--- src/rtl/reg16.sv ---
// WIDTH-bit storage register with synchronous clear and clock enable.
// Built as per-bit enable-mux + D-flop slices, each powering up at RESET_VALUE.

module reg16_bit #(
    parameter logic INIT = 1'b0
) (
    input  logic CLK,
    input  logic CLR,
    input  logic En,
    input  logic d,
    output logic q
);
    // Declaration initialiser gives the FPGA INIT / simulation power-up value.
    logic q_r = INIT;

    always_ff @(posedge CLK) begin
        if (CLR)
            q_r <= INIT;
        else if (En)
            q_r <= d;
    end

    assign q = q_r;
endmodule

module reg16 #(
    parameter int               WIDTH       = 16,
    parameter logic [WIDTH-1:0] RESET_VALUE = '0
) (
    input  logic             CLK,
    input  logic             CLR,
    input  logic             En,
    input  logic [WIDTH-1:0] I,
    output logic [WIDTH-1:0] Q
);
    for (genvar b = 0; b < WIDTH; b++) begin : g_bit
        reg16_bit #(.INIT(RESET_VALUE[b])) u_bit (
            .CLK (CLK),
            .CLR (CLR),
            .En  (En),
            .d   (I[b]),
            .q   (Q[b])
        );
    end
endmodule

--- config.mk ---
export PLATFORM = sky130hd
export DESIGN_NAME = reg16
export DESIGN_NICKNAME = d
export VERILOG_FILES = /design/src/rtl/reg16.sv
export SDC_FILE = /design/constraint.sdc
export NUM_CORES = 1
export LEC_CHECK = 0
export BUFFER_PORTS_ARGS = -buffer_cell sky130_fd_sc_hd__buf_2
export CAP_MARGIN = 30
export CORE_MARGIN = 1
export CORE_UTILIZATION = 39
export DETAILED_ROUTE_END_ITERATION = 12
export HOLD_SLACK_MARGIN = 0.1
export PLACE_DENSITY = 0.73
export RECOVER_POWER = 100
export SLEW_MARGIN = 20
export SYNTH_ARGS = -nofsm -noshare
export SYNTH_HDL_FRONTEND = slang
export SYNTH_SLANG_ARGS = --single-unit
--- constraint.sdc ---
create_clock -name CLK -period 0.8 [get_ports CLK]
set_clock_uncertainty 0.1 [all_clocks]
set_input_delay 0.08 -clock CLK [delete_from_list [all_inputs] [get_ports CLK]]
set_output_delay 0.08 -clock CLK [all_outputs]
set_load 0.005 [all_outputs]
==> flow_summary.ini <==
[die]
die_x_um = 44.4
rows = 14
start_util_pct = 44.0
die_area_um2 = 1970
die_height_um = 44.4
core_um2 = 1590
io-pin-count = 35

[synthesis]
syn_nets = 87
ys_warn_count = 0
synth_cell_types = 8
yosysSeqAreaShare_pct = 45.7
avgSynthCellArea_um2 = 10.3
yosys.area.top_type = dfxtp_1
synth-seq-cells = 16
syn_area_um2 = 701
synth_top_area_share_pct = 45.7
ys_top_cells_by_area = dfxtp_1 (46%), mux2i_1 (23%), buf_4 (17%), nor2_1 (8.6%), buf_12 (2.9%)
synthCells = 68

[critical_path]
crit_fanout = 2
path_cells = buf_2
r2r_setup_slack_ns = -0.01
reg2reg_to = g_bit[7].u_bit.q$_SDFFE_PP0P_
path_buf_inv = 1
slowest_stage = dfxtp_2
startpoint_type = flop
cp_top_family = flip-flops
reg2reg_depth = 3
critPathKind = flop to primary output
end_kind = primary output
required_ns = 0.62
cp.arrival_ns = 0.73
slowest_delay_ns = 0.33
r2r-start = g_bit[7].u_bit.q$_SDFFE_PP0P_

[finish]
nNetsFinal = 108
num_antenna_cells = 0
final_core_util_pct = 52.3
largest_register_ffs = 16
final_common_cell = buf_2
layout-area-overhead-vs-synth_pct = 18.9
instances_no_fill = 112
fillers = 161
drive_gt1_share_pct = 62.5
layout_common_cells = buf_2 (33), mux2i_1 (16), nor2_1 (16)
final_area_um2 = 833

[cts]
cts_inserted_buffers = 3
h-tree-depth = 1
cts_tree = done
numClockSinks = 16
cts-root-buf = clkbuf_4
clkTransAtPathRegs_ns = 0.09
clockBufferDepth = 2
clk_latency_ns = 0.28

[pwr]
peakVddDrop_mv = 1.12
power.density_nw_per_um2 = 1920
leakage_nw = 0.450

[outcome]
failed_checks = negative hold slack, negative setup slack
outcome = complete, but fails checks

[sta]
max_freq_mhz = 1100
tightest_slew_ns = 0.272
finalHoldViolCount = 16
timing.final.crit_share_pct = 113
setup_viol = 17
finalWorstSetupSlack_ns = -0.106
holdWs_ns = -0.0720
finalCriticalPeriod_ns = 0.906
max_slew_margin_pct = 81.9
finalMaxSlewViolations = 0
rsz0062_at_grt = true

[drt]
vias_per_cell = 4.21
avgRoutedWirePerCell_um = 9.77
drc = 0
drt_iter0_drc = 0
drt_first_pass_iters = 1
totalWireLength_mm = 1.09
routed-via-count = 472
ant_nets = 0

[place]
place.gp.congestion = 0.603
placed_area_um2 = 761
dp.cells = 107
port_buffers = 34

[grt]
grt_max_degree = 17
grt.total_usage_pct = 12.0
grt_pass1_wl_mm = 1.68
gr-total-overflow = 0
antenna_found_initial = 0
grt_pass1_vias = 425

[worst_hold_path]
min_path_cells = 3
hold_start = I[9]
hold_end = g_bit[9].u_bit.q$_SDFFE_PP0P_
hold_class = primary input to flop

[job]
max-cap-violations = 0
==> how the worst max path moves through the flow <==
stage | depth (start not counted) | to | from | slack [ns]
finish | 1 | Q[7] | g_bit[7].u_bit.q$_SDFFE_PP0P_ | -0.11
global route | 1 | Q[8] | g_bit[8].u_bit.q$_SDFFE_PP0P_ | -0.14
CTS | 1 | Q[4] | g_bit[4].u_bit.q$_SDFFE_PP0P_ | -0.11
detailed placement | 4 | g_bit[3].u_bit.q$_SDFFE_PP0P_ | En | -0.05
global placement | 4 | g_bit[0].u_bit.q$_SDFFE_PP0P_ | En | -0.01
floorplan | 4 | g_bit[0].u_bit.q$_SDFFE_PP0P_ | En | 0.04
==> area by class of cell <==
class,count,area [µm²],area share (%)
Clock buffer,4,36.3,4.35
Multi-Input combinational cell,32,220,26.4
Sequential cell,16,339,40.7
Tap cell,24,30.0,3.60
Timing Repair Buffer,36,208,24.9
==> worst register-to-register path: stages, from the launching register on <==
cell	delay, ns
dfxtp_2	0.33
buf_6	0.10
mux2i_1	0.12
nor2_1	0.05
==> power breakdown <==
group	internal, W	switching (W)	total (W)	leakage [nW]
Combinational	0.000125	0.0000901	0.000215	0.292
Sequential	0.000852	0.0000227	0.000875	0.137
Clock	0.000277	0.000233	0.000510	0.0210
==> repair_timing <==
action	in CTS	in global routing
endpoints found under the hold margin	16	16
cloned	0	0
pin swaps	0	0
setup endpoints to repair	16	17
gates resized for setup	16	2
setup buffers	1	0
==> metal layers <==
metal	track usage, %	wire length [µm]
met2	19.7	567
met3	7.35	73
met1	12.8	454
met4	3.64	0
met5	0	0
==> Yosys cell counts (all sizes together) <==
cell and n:
buf 20, dfxtp 16, mux2i 16, nor2 16
==> through the flow <==
| stage | setup TNS, ns | power [W] | worst slack (ns) |
|---|---|---|---|
| floorplan | 0 | 0.00106 | 0.0376 |
| global placement | -0.140 | 0.00108 | -0.0142 |
| detailed placement | -0.351 | 0.00109 | -0.0499 |
| CTS | -1.74 | 0.00161 | -0.113 |
| global route | -2.24 | 0.00170 | -0.145 |
| finish | -1.60 | 0.00160 | -0.106 |
==> logic make-up (layout without fill, tap and decap cells) <==
family	Yosys count	count (layout)	share of synthesized area, %
buf+inv	20	40	22.9
simple gates	16	16	8.57
flops	16	16	45.7
mux	16	16	22.9
Note: power is estimated with default switching activity, not from simulation.
